## config.mk

```make
export PLATFORM = sky130hd
export DESIGN_NAME = demux_1xn_reg
export DESIGN_NICKNAME = d
export VERILOG_FILES = /design/src/rtl/demux_1xn_reg.sv
export SDC_FILE = /design/constraint.sdc
export NUM_CORES = 1
export LEC_CHECK = 0
export BUFFER_PORTS_ARGS = -buffer_cell sky130_fd_sc_hd__clkbuf_2
export CAP_MARGIN = 10
export CORE_MARGIN = 2
export CORE_UTILIZATION = 37
export DETAILED_ROUTE_END_ITERATION = 6
export GPL_ROUTABILITY_DRIVEN = 1
export HOLD_SLACK_MARGIN = 0.06
export MAX_ROUTING_LAYER = met4
export PLACE_DENSITY = 0.65
export SYNTH_ARGS = -nofsm -noshare
export SYNTH_HDL_FRONTEND = slang
export SYNTH_SLANG_ARGS = --single-unit
export TNS_END_PERCENT = 1
```

## constraint.sdc

```tcl
create_clock -name clk -period 1.3 [get_ports clk]
set_input_delay 0.13 -clock clk [delete_from_list [all_inputs] [get_ports clk]]
set_output_delay 0.13 -clock clk [all_outputs]
set_load 0.05 [all_outputs]
```

## src/rtl/demux_1xn_reg.sv

```systemverilog
// demux_1xn_reg: registered 1-to-NCH demultiplexer with valid/ready handshakes.
// Optional dropped-word counter on drop_cnt when DEMUX_DROP_CNT_EN is defined.
module demux_1xn_reg #(
    parameter int WIDTH = 8,
    parameter int NCH   = 4,
    parameter int SELW  = 2
) (
    input  logic                 clk,
    input  logic                 rst,
    input  logic [WIDTH-1:0]     in_data,
    input  logic                 in_valid,
    output logic                 in_ready,
    input  logic [SELW-1:0]      sel,
    input  logic                 mode,
    output logic [NCH*WIDTH-1:0] out_data,
    output logic [NCH-1:0]       out_valid,
    input  logic [NCH-1:0]       out_ready,
    output logic [SELW-1:0]      cur_ch
`ifdef DEMUX_DROP_CNT_EN
    ,
    output logic [7:0]           drop_cnt
`endif
);

    localparam logic [SELW-1:0] LAST = SELW'(NCH - 1);

    logic [NCH-1:0][WIDTH-1:0] r_data;
    logic [NCH-1:0]            r_valid;
    logic [SELW-1:0]           r_ptr;
    logic [SELW-1:0]           w_tgt;
    logic [NCH-1:0]            w_hit;
    logic [NCH-1:0]            w_fill;
    logic                      w_accept;

    assign w_tgt = mode ? r_ptr : sel;

    // One-hot target decode; an out-of-range target hits no channel.
    always_comb begin
        w_hit = '0;
        for (int k = 0; k < NCH; k++) begin
            w_hit[k] = ({1'b0, w_tgt} == k[SELW:0]);
        end
    end

    // Blocked only when the target holds a word its consumer is not taking.
    assign in_ready  = ~|(w_hit & r_valid & ~out_ready);
    assign w_accept  = in_valid & in_ready;
    assign w_fill    = w_hit & {NCH{w_accept}};

    assign out_data  = r_data;
    assign out_valid = r_valid;
    assign cur_ch    = r_ptr;

    // Valid flags: drain on out_ready, refill wins over a same-cycle drain.
    always_ff @(posedge clk) begin
        if (rst) begin
            r_valid <= '0;
        end else begin
            r_valid <= (r_valid & ~out_ready) | w_fill;
        end
    end

    // Data registers only load on a fill, so stalled words stay stable.
    always_ff @(posedge clk) begin
        if (rst) begin
            r_data <= '0;
        end else begin
            for (int k = 0; k < NCH; k++) begin
                if (w_fill[k]) begin
                    r_data[k] <= in_data;
                end
            end
        end
    end

    // Round-robin pointer steps on accepted words in mode 1 only.
    always_ff @(posedge clk) begin
        if (rst) begin
            r_ptr <= '0;
        end else if (w_accept && mode) begin
            r_ptr <= (r_ptr == LAST) ? '0 : r_ptr + 1'b1;
        end
    end

`ifdef DEMUX_DROP_CNT_EN
    localparam logic [SELW:0] NCH_W = (SELW + 1)'(NCH);

    logic       w_oor;
    logic [7:0] r_drop;

    assign w_oor    = ({1'b0, w_tgt} >= NCH_W);
    assign drop_cnt = r_drop;

    // Saturating count of discarded out-of-range words.
    always_ff @(posedge clk) begin
        if (rst) begin
            r_drop <= '0;
        end else if (in_valid && w_oor && r_drop != 8'hFF) begin
            r_drop <= r_drop + 1'b1;
        end
    end
`endif

endmodule

```

==> run summary, run 1 <==
The flow ran to the end, but the final reports show violations. The checks that failed: negative setup slack. Dividing the detail-routed via count by the number of cells gives 4.98.

The slack of the worst reg-to-reg path came out at -0.17 ns. The tools report the arrival time of data at the critical path endpoint as 1.47 ns. The die footprint is 0.00471 mm^2, and the number of buffers created by CTS is 5. Counting stages on the worst path, the most repeated cell is mux2i_4.

The largest incremental delay on the critical path was 0.35 ns; the peak fanout along the critical path was 3. After floorplanning, the core was divided into 23 placement rows. The run gives 627 MHz as the maximum achievable frequency. At the pin with the least slew margin, the transition time is 0.378 ns. After Yosys synthesis, and, or, nand and nor cells account for 15.1% of the synthesized area. Timing analysis after detailed placement gives a worst setup slack of -0.137 ns.

For the H-tree level count, the log shows 2. The mux share of post-synthesis cell area came out at 25.9%. For this block, the via count after detailed routing is 1316. The final critical path time including I/O delays and setup is 1.60 ns. The run gives 0 as the warning count from the yosys run. Synthesis produced 146 cells.

The average routed wire per standard cell was 13.6 um. The final max-slew violation count came out at 0. The tools report the number of antenna violations at the first check in global routing as 0. Number of filler instances in the final layout: 369. Entering global routing, the biggest net connects 38 pins.

Of the available clock period, the critical path in the final layout requires 123%. Relative to the synthesized area, the layout overhead comes to 37.3%. The family of cells with the greatest summed delay on the critical path is multiplexers. The global-route usage over all layers was 16.8%. STA classifies the critical path endpoint as a primary output. The number of global-route vias before repair came out at 1187. Setup violations remaining at the end of the flow were counted as 28. The detail route stage leaves a number of antenna-violating nets equal to 0. In the final layout, the share of cells above drive strength 1 is 43.5%. The global-route wire length before repair was 5.53 mm; the power density of the placed cells was 1240 mW/mm^2. For the maximum resistive drop on vdd, the log shows 959 uV. Ranked by total cell area, the synthesized netlist is headed by dfxtp_1 49%, mux2i_1 24%, nor2_1 7.8%, buf_6 2.9%, mux2_4 1.9%. The overflow left after global routing is 0, and the maximum clock path buffer count is 2.

The count of buffer and inverter cells on the critical path came out at 1. Root buffer cell: clkbuf_8. The number of nets handed over by synthesis was 165. The run gives 3.59 mm as the final wirelength. The signal on the critical path passes through mux2_4, mux2i_4, mux2i_4, buf_8. After clock tree synthesis, the clock-pin slew on the worst setup and hold paths is 0.07 ns. The hold violation count in the final report is 0.

The floorplan die width was 68.6 um. The logs give 57 for the I/O pin count and 0.28 ns for the insertion delay of the later-clocked pin in the worst-skew pair. The adder-cell share of the synthesized area came out at 0.810%.

The start-to-end type of the worst setup path is flop to primary output. For the normalized max-slew margin, the log shows 74.8%. The leading area contributor after synthesis is dfxtp_1. Summing the areas of all xor and xnor instances in the mapped netlist gives 0% of the synthesized area. The count of buffers added on input and output ports is 56. The synthesized area divided by synthesized cell count is 10.6 um^2. The worst-path cell with the longest stage delay was dfxtp_4. Excluding fillers, the count of instances in the completed layout stands at 264. The number of iterations in the first detailed-routing pass is 4, and the post-synthesis cell type count is 24. The total of flip-flops plus latches after synthesis came out at 38. TritonCTS built the clock tree.

The netlist area before placement is 0.00154 mm^2. After detailed routing, the number of remaining DRC violations is 0. The type of the tightest min-delay check was input pin to flop.

Clock tree synthesis found a total of 38 sinks. The compound-gate portion of the synthesized area is 4.05%, and the effective utilization at floorplan is 38.6%. Setup repair after global routing could not meet its margin everywhere. The tools report the number of max-cap violations as 0. The final layout contains 232 nets.

Measured on the finished design, the core utilization comes to 53.0%. The congestion estimate from routability-driven global placement came to 0.736. The floorplan step defined a core boundary enclosing 0.00400 mm^2. After synthesis, the largest family of logic cells by area is multiplexers. Detailed placement finished with a half-perimeter wire length of 2.51 mm. The first routing iteration left 91 violations.

The kind of start point of the critical path is a flop. After detailed placement, the design holds a cell count of 254. Summed over all cells, the static leakage comes to 1.13 nW. The clock skew after layout was 0.00645 ns. The area share of the leading cell type in the synthesized netlist was 49.3%; the register area share after synthesis was 49.3%. The final critical-path setup slack came out at -0.296 ns. The logs give 0 for the antenna cell count and 0 for the number of hold buffers added after CTS. The y dimension of the die works out to 68.6 um. Summed over all failing endpoints, the final setup total negative slack is -2.49 ns.

For the worst setup path, the data required time is 1.17 ns.
## what timing repair did
item,in CTS,in global routing
gates resized for setup,8,4
cloned,0,0
setup endpoints to repair,26,36
endpoints found under the hold margin,0,0
setup buffers,2,0
pin swaps,3,1
## tightest hold or removal path: stages
cell,delay [ns]
clkbuf_2,0.09
or3_1,0.10
o41ai_1,0.05
## per-stage QoR
step	area, um^2	power [mW]	hold WS [ns]
3_5_place_dp	1960	1.81	0.423
3_3_place_gp	1960	1.80	0.420
2_1_floorplan	1570	1.65	0.274
6_report	2120	2.64	0.120
5_1_grt	2120	2.77	0.137
4_1_cts	2110	2.67	0.113
## logic make-up (layout without fill, tap and decap cells)
kind of cell / Yosys count / after routing
fa+ha+maj: 1 / 1
simple gates: 48 / 48
flops: 38 / 38
compound gates: 9 / 9
buf+inv: 11 / 79
mux: 39 / 39
## layer usage
metal | up-vias | GRT usage, % | share of wire (%)
li1 | 640 | - | -
met1 | 631 | 21.1 | 45
met2 | 43 | 25.0 | 48
met3 | 2 | 5.19 | 6.0
met4 | 0 | 6.75 | 0.89
met5 | - | - | 0
## power by group
group	internal, mW	switching, mW
sequential	1.22	0.0311
combinational	0.196	0.362
clock	0.426	0.408
## synthesized netlist by cell type
master    instances
a21oi_1           4
and2_2            1
buf_4             1
buf_6             4
clkbuf_1          4
dfxtp_1          38
ha_1              1
inv_1             2
mux2_4            2
mux2i_1          37
nand2_1           2
nand2b_1          3
nand4_1           3
nand4_2           2
nor2_1           32
nor3_1            2
o211ai_1          1
o221ai_1          1
o311ai_0          1
o311ai_1          1
o41ai_1           1
or2b_1            1
or3_1             1
or4bb_1           1
## sequential cells by signal, indices dropped and copies added, names as in the netlist
signal / count
out_data: 32
cur_ch: 2
out_valid: 4
## placed cells by master, fill, tap and decap left out, drive strengths merged, types with 2 or more instances in the layout
master / netlist / layout
a21oi: 4 / 4
buf: 5 / 14
clkbuf: 4 / 61
dfxtp: 38 / 38
inv: 2 / 2
mux2: 2 / 2
mux2i: 37 / 37
nand2: 2 / 2
nand2b: 3 / 3
nand4: 5 / 5
nor2: 32 / 32
nor3: 2 / 2
o311ai: 2 / 2
## cell type report
| class | count | area (um^2) | area share [%] |
|---|---|---|---|
| clock buffers | 6 | 82.6 | 3.90 |
| clock inverters | 2 | 12.5 | 0.590 |
| well taps | 50 | 62.6 | 2.95 |
| repair buffers | 69 | 428 | 20.2 |
| inverters | 2 | 7.51 | 0.354 |
| multi-input cells | 97 | 753 | 35.5 |
| flip-flops and latches | 38 | 773 | 36.5 |
## path summary, 6_finish.rpt
kind	endpoint	cells past startpoint	from
worst min register to register	out_data[29]$_SDFFE_PP0P_	2	out_data[29]$_SDFFE_PP0P_
worst min-delay path	cur_ch[0]$_SDFFE_PP0P_	3	rst
worst max-delay path	in_ready	4	cur_ch[0]$_SDFFE_PP0P_
worst max register to register	cur_ch[0]$_SDFFE_PP0P_	6	cur_ch[0]$_SDFFE_PP0P_
(Power assumes the default switching activity.)
==> run 2, diff against run 1 <==
PLACE_DENSITY = default   (was 0.65)
PLACE_DENSITY_LB_ADDON = 0.15   (was default)
RECOVER_POWER = 25   (was default)
SKIP_LAST_GASP = 1   (was default)
==> run 2 against run 1 <==
Fmax down 0.47%. Via count down 1.7%. Global-route usage shrank 0.053 points. Register-to-register slack about the same. Final cell count is 1.1% higher. Clock-buffer cell count did not move. Combinational power barely moved. Flip-flop and latch count did not move. Non-clock buffer count grew 4. Utilization fell by 0.38 points. Sequential share of layout area is essentially flat. The run still ends with negative setup slack left.
==> run summary, run 2 (synthesis results as in run 1) <==
The core region area is 0.00400 mm^2 (unchanged), and the vias after detailed routing is 1294 (-1.7%). In this run the critical register-to-register path is captured at out_data[20]$_SDFFE_PP0P_. The clock skew after layout is 0.00268 ns (-0.00377 ns), and the insertion delay of the later-clocked pin in the worst-skew pair is 0.28 ns (about the same). The sum of negative setup slack is -4.12 ns (-1.63 ns), and the arrival time of data at the critical path endpoint is 1.47 ns (about the same).

The run gives 0 (unchanged) as the overflow left after global routing. The actual slew at the worst max-slew pin is 0.342 ns (-0.0362 ns), and the maximum achievable frequency is 624 MHz (-0.47%). The hold violation count in the final report is 0 (unchanged), and the ratio of final minimum period to clock period is 123% (+0.58 points).

The final critical-path setup slack was -0.303 ns (-0.00754 ns). For the net total in the final layout, the log shows 236 (+1.7%). The maximum resistive drop on vdd is 541 uV (-44%). TritonCTS built the clock tree. For the residual antenna-violating net count after detailed routing, the log shows 0 (unchanged). The slowest stage of the critical path is the dfxtp_4 cell. The worst hold path begins at rst.

The worst setup path is captured at a primary output. The run gives 2 (unchanged) as the maximum clock path buffer count. Number of filler instances in the final layout: 398 (+7.9%). Compared with the post-synthesis result, the final layout area differs by 36.3%. The power density of the placed cells is 1210 mW/mm^2 (-2.4%). The library cell used most frequently in the layout, excluding fill and tap cells, is clkbuf_2. Traced cell by cell, the critical path runs through mux2_4, mux2i_4, mux2i_4, buf_8.

The run gives 57 (unchanged) as the I/O pin count. The H-tree level count was 2 (unchanged). The number of antenna violations at the first check in global routing was 0 (unchanged). The logs give 0.00198 mm^2 (+0.89%) for the post-place instance area and 2.73 mm (+9.0%) for the post-DP HPWL. The number of max-cap violations is 0 (unchanged), and the largest net degree at the start of global routing is 38 (unchanged).

The worst setup path is launched from a flop. In this run the worst setup path begins at cur_ch[0]$_SDFFE_PP0P_. The clock-pin slew on the worst setup and hold paths is 0.07 ns (about the same).

The tools report the sink of the worst hold path as cur_ch[0]$_SDFFE_PP0P_. The largest incremental delay on the critical path works out to 0.34 ns (about the same). The effective utilization at floorplan came out at 38.6% (unchanged). The per-cell via count in the routed design works out to 4.85 (-2.8%).

The y dimension of the die came out at 68.6 um (unchanged). The tools report the final wirelength as 3.62 mm (+0.78%). The count of placed standard cells in the final layout, fillers left out was 267 (+1.1%); the cell total after placement was 258 (+1.6%). The root buffer cell is clkbuf_8. The normalized max-slew margin came out at 76.9% (+2.1 points). The final max-slew violation count was 0 (unchanged); the average routed wire per standard cell was 13.6 um (-0.35%). The number of port buffers came out at 56 (unchanged). The global-route wire length before repair was 5.59 mm (+1.1%). The critical path in this run is classified as flop to primary output.

The tools report the required time at the endpoint of the critical path as 1.17 ns (about the same). The number of cells traversed by the worst hold path came out at 3 (unchanged). Floorplan die width: 68.6 um (unchanged).

The checks that failed: negative setup slack. Leaving out fill and tap cells, the most frequent cells in the layout are 55 x clkbuf_2, 35 x dfxtp_1, 34 x mux2i_1. The run gives 0 (unchanged) as the number of remaining DRC errors. Setup repair after global routing could not meet its margin everywhere. The number of global-route vias before repair was 1149 (-3.2%). The tools report the cell row count as 23 (unchanged). The logs give -0.141 ns (-0.00384 ns) for the placement-stage worst setup slack and -0.16 ns (about the same) for the slack of the worst reg-to-reg path. The tools report the antenna cell count as 0 (unchanged). The initial DRC count is 51 (-44%). The last weighted congestion value of the routability-driven placer is 0.793 (+7.8%). Share of final-layout standard cells stronger than drive strength 1: 41.5% (-2.0 points). The flip-flop count of the largest register after layout was 32 (unchanged); the peak fanout along the critical path was 4 (+1). The run gives 0.00471 mm^2 (unchanged) as the die footprint.

For the number of buffers created by CTS, the log shows 5 (unchanged). The flow ran to the end, but the final reports show violations. The number of cells on the worst reg-to-reg path is 6 (unchanged). For the number of hold buffers added after CTS, the log shows 0 (unchanged).

The type of the tightest min-delay check is input pin to flop. Leakage power: 1.14 nW (+0.72%). The cell that appears most often on the critical path is mux2i_4. Area of all placed cells without fillers: 0.00210 mm^2 (-0.71%).

Number of iterations in the first detailed-routing pass: 4 (unchanged). The final critical path time including I/O delays and setup came out at 1.60 ns (+0.00754 ns). The run gives 16.7% (-0.053 points) as the global-route usage over all layers. The reg-to-reg startpoint was cur_ch[0]$_SDFFE_PP0P_. The tools report the setup-violating endpoint count in the final report as 36 (+29%). The number of clock sinks was 38 (unchanged).
## run 2: cell count changes in the layout (fill, tap and decap cells not counted), moves of 2 or more
| cell | change |
|---|---|
| mux2i_2 | -2 |
| dfxtp_2 | -2 |
| mux2i_1 | +2 |
| buf_4 | +5 |
| dfxtp_1 | +3 |
## run 2: where the power goes
part	internal, mW	switching [mW]	leakage [nW]
Sequential	1.22	0.0296	0.310
Clock	0.369	0.386	0.0416
Combinational	0.194	0.361	0.785
## run 2: through the flow
step	util (%)	hold WS (ns)	total power [mW]
4_1_cts	52.7	0.119	2.60
3_3_place_gp	49.5	0.412	1.81
3_5_place_dp	49.5	0.422	1.81
6_report	52.6	0.123	2.56
5_1_grt	52.6	0.132	2.69
2_1_floorplan	-	0.274	1.65
## run 2: how the worst max path moves through the flow
stage	end
floorplan	in_ready
global placement	in_ready
detailed placement	in_ready
CTS	in_ready
global route	in_ready
finish	in_ready
## run 2: layout make-up
class                   count  area (um^2)  share of cell area (%)
multi-input cells          97          746                    35.4
flip-flops and latches     38          767                    36.4
well taps                  50         62.6                    2.97
repair buffers             73          443                    21.0
inverters                   2         7.51                   0.357
clock buffers               6         72.6                    3.45
clock inverters             1         6.26                   0.297
## run 2: repair_timing
action | 4_1_cts | 5_1_grt
setup buffers | 2 | 0
setup endpoints to repair | 26 | 39
resized for setup | 6 | 1
## run 2: critical path, delay by kind of cell, from the launching register on
kind | cells | cell delay, ns
buffers and inverters | 1 | 0.16
muxes | 3 | 0.68
DFF | 1 | 0.34
## run 2: layer usage
layer,routed length [um],vias to the layer above,track usage (%)
met5,0,-,-
met4,29,0,4.50
met3,227,4,5.68
met2,1750,34,26.1
met1,1620,607,20.6
li1,-,649,-
==> run 3, diff against run 2 <==
CELL_PAD_IN_SITES_DETAIL_PLACEMENT = 1   (was default)
CELL_PAD_IN_SITES_GLOBAL_PLACEMENT = 2   (was default)
CORE_UTILIZATION = 26   (was 37)
GPL_ROUTABILITY_DRIVEN = 0   (was 1)
==> run 3 against run 2 <==
The flow still finishes with violations (negative setup slack). Final cell count increased by 9.7%. Sequential power about the same. First-iteration DRC count decreased by 71%. Combinational power increased by 3.8%. Total power increased by 4.2%. Clock skew increased by 0.00075 ns. Sequential share of layout area decreased by 1.1 points. Register-to-register slack got worse by 0.12 ns. Worst hold slack improved by 0.0047 ns. Fmax increased by 0.50%. Worst setup slack improved by 0.0080 ns. Critical path type unchanged. Largest cell class unchanged. Highest routed layer unchanged.
==> run summary, run 3 (synthesis results as in run 1) <==
The final critical-path setup slack came out at -0.295 ns (+0.00800 ns). Per-cell via count in the routed design: 4.57 (-5.7%). The ratio of final minimum period to clock period came out at 123% (-0.62 points). The placement-stage worst setup slack was -0.166 ns (-0.0256 ns). The largest incremental delay on the critical path was 0.35 ns (about the same). The logs give 236 (unchanged) for the net total in the final layout and 5 (unchanged) for the number of buffers created by CTS. The signal on the critical path passes through mux2_4, mux2i_4, mux2i_4, buf_8. For the number of clock sinks, the log shows 38 (unchanged). The largest net degree at the start of global routing is 23 (-39%).

The effective utilization at floorplan is 26.5% (-12 points). The maximum clock path buffer count is 2 (unchanged), and the number of remaining DRC errors is 0 (unchanged). The switching part of the total was 30.7% (+0.33 points). Antenna cell count: 0 (unchanged).

The arrival time of data at the critical path endpoint was 1.47 ns (about the same); the cell total after placement was 282 (+9.3%). The actual slew at the worst max-slew pin is 0.358 ns (+0.0167 ns), and the insertion delay of the later-clocked pin in the worst-skew pair is 0.28 ns (about the same). TritonCTS built the clock tree.

The library cell used most frequently in the layout, excluding fill and tap cells, is clkbuf_2. The initial DRC count came out at 15 (-71%). The run gives 0.128 ns (+0.00473 ns) as the post-route worst hold slack.

The final critical path time including I/O delays and setup was 1.60 ns (-0.00801 ns). The number of antenna violations at the first check in global routing was 0 (unchanged). The final reports fail on negative setup slack.

The tools report the switching power as 0.818 mW (+5.3%). The I/O pin count was 57 (unchanged); the number of max-cap violations was 0 (unchanged). The power density of the placed cells was 1230 mW/mm^2 (+1.2%).

The tools report the root buffer cell as clkbuf_8. Die footprint: 0.00657 mm^2 (+40%). The peak fanout along the critical path works out to 3 (-1). The maximum achievable frequency was 627 MHz (+0.50%). The area growth from synthesis to layout is 40.4%. The clock-pin slew on the worst setup and hold paths was 0.08 ns (about the same); the final core utilization was 37.3% (-15 points).

Floorplan die width: 81.1 um (+18%). For the total power after layout, the log shows 2.66 mW (+4.2%). The run finished, with violations left.

For the final wirelength, the log shows 4.37 mm (+21%). In the layout the commonest cells are 55 x clkbuf_2, 35 x dfxtp_1, 33 x mux2i_1. The count of buffer and inverter cells on the critical path was 1 (unchanged).

The total internal power came out at 1.85 mW (+3.7%). Type of the tightest min-delay check: input pin to flop. For the cell row count, the log shows 28 (+22%). The setup-violating endpoint count in the final report is 38 (+5.6%). The share of final-layout standard cells stronger than drive strength 1 works out to 42.7% (+1.2 points). The run gives 0 (unchanged) as the hold violation count in the final report. The worst-path cell with the longest stage delay was dfxtp_4.

The number of global-route vias before repair is 1409 (+23%). The number of port buffers works out to 56 (unchanged). The run gives 655 uV (+21%) as the maximum resistive drop on vdd. The run gives 6.82 mm (+22%) as the global-route wire length before repair.

For the overflow left after global routing, the log shows 0 (unchanged). The worst setup path is launched from a flop. The leakage power was 1.15 nW (+1.0%). The proportion of power drawn by flip-flops and latches is 46.8% (-2.0 points). The flip-flop count of the largest register after layout is 32 (unchanged), and the count of placed standard cells in the final layout, fillers left out is 293 (+9.7%). The normalized max-slew margin was 75.7% (-1.1 points). The run gives 1.17 ns (about the same) as the required time at the endpoint of the critical path. The residual antenna-violating net count after detailed routing was 0 (unchanged); the vias after detailed routing was 1339 (+3.5%). The combinational cell fraction of total power was 21.6% (about the same); the global-route usage over all layers was 14.3% (-2.4 points). The average routed wire per standard cell was 14.9 um (+9.9%). The logs give 0 (unchanged) for the final max-slew violation count and 0.00342 ns (+0.000747 ns) for the clock skew after layout. The worst setup path is captured at a primary output. The critical path is of the flop to primary output type. Post-DP HPWL: 3.28 mm (+20%). The cell repeated most along the worst path is mux2i_4. The logs give 31.6% (+2.1 points) for the clock power share and 2 (-2) for the number of iterations in the first detailed-routing pass.

The family of cells with the greatest summed delay on the critical path was multiplexers. The core region area was 0.00582 mm^2 (+45%); the H-tree level count was 2 (unchanged). The y dimension of the die is 81.1 um (+18%). Setup repair after global routing could not meet its margin everywhere.
-- run 3: cell types whose count changed in the layout (fill, tap and decap cells not counted), sizes merged --
| cell | delta |
|---|---|
| clkinv | +1 |
-- run 3: repair_timing --
item / 4_1_cts / 5_1_grt
endpoints found under the setup margin: 23 / 39
hold buffers: 0 / 0
buffers inserted: 3 / 0
resized for setup: 5 / 3
-- run 3: worst paths after layout --
kind / startpoint / endpoint / slack, ns / depth (start not counted)
setup / recovery: cur_ch[0]$_SDFFE_PP0P_ / in_ready / -0.30 / 4
hold / removal: in_data[7] / out_data[31]$_SDFFE_PP0P_ / 0.13 / 3
setup reg to reg: cur_ch[0]$_SDFFE_PP0P_ / out_data[13]$_SDFFE_PP0P_ / -0.28 / 7
hold reg to reg: out_data[28]$_SDFFE_PP0P_ / out_data[28]$_SDFFE_PP0P_ / 0.50 / 2
-- run 3: stage by stage --
stage               setup TNS, ns  area, um^2
floorplan                   -1.39        1570
global placement            -1.03        2020
global route                -9.10        2170
finish                      -6.63        2170
CTS                         -6.65        2160
detailed placement          -1.79        2020
-- run 3: power groups by stage --
| stage | combinational (mW) | clock (mW) | sequential, mW |
|---|---|---|---|
| after floorplan | 0.196 | 0 | 1.46 |
| after global placement | 0.542 | 0 | 1.27 |
| after detailed placement | 0.553 | 0 | 1.28 |
| after CTS | 0.578 | 0.879 | 1.25 |
| after global routing | 0.614 | 0.940 | 1.25 |
| final | 0.576 | 0.841 | 1.25 |
-- run 3: layout make-up --
class | instances | area [um^2]
Clock buffer | 6 | 82.6
Clock inverter | 2 | 11.3
Fill cell | 683 | 3650
Inverter | 2 | 7.51
Multi-Input combinational cell | 97 | 749
Sequential cell | 38 | 767
Tap cell | 75 | 93.8
Timing Repair Buffer | 73 | 455
-- run 3: routing by layer --
metal | part of all wire, % | global-route usage [%] | up-vias
li1 | - | - | 651
met4 | 1.7 | 5.25 | 0
met5 | 0 | - | -
met3 | 3.9 | 3.11 | 7
met1 | 41 | 15.0 | 647
met2 | 53 | 26.4 | 34
-- run 3: worst reg2reg max path: stages, from the launching register on --
cell and delay (ns):
dfxtp_4 0.35, mux2_4 0.30, buf_4 0.15, buf_4 0.13, nand4_2 0.10, buf_12 0.16
mux2i_1 0.21, nor2_1 0.07
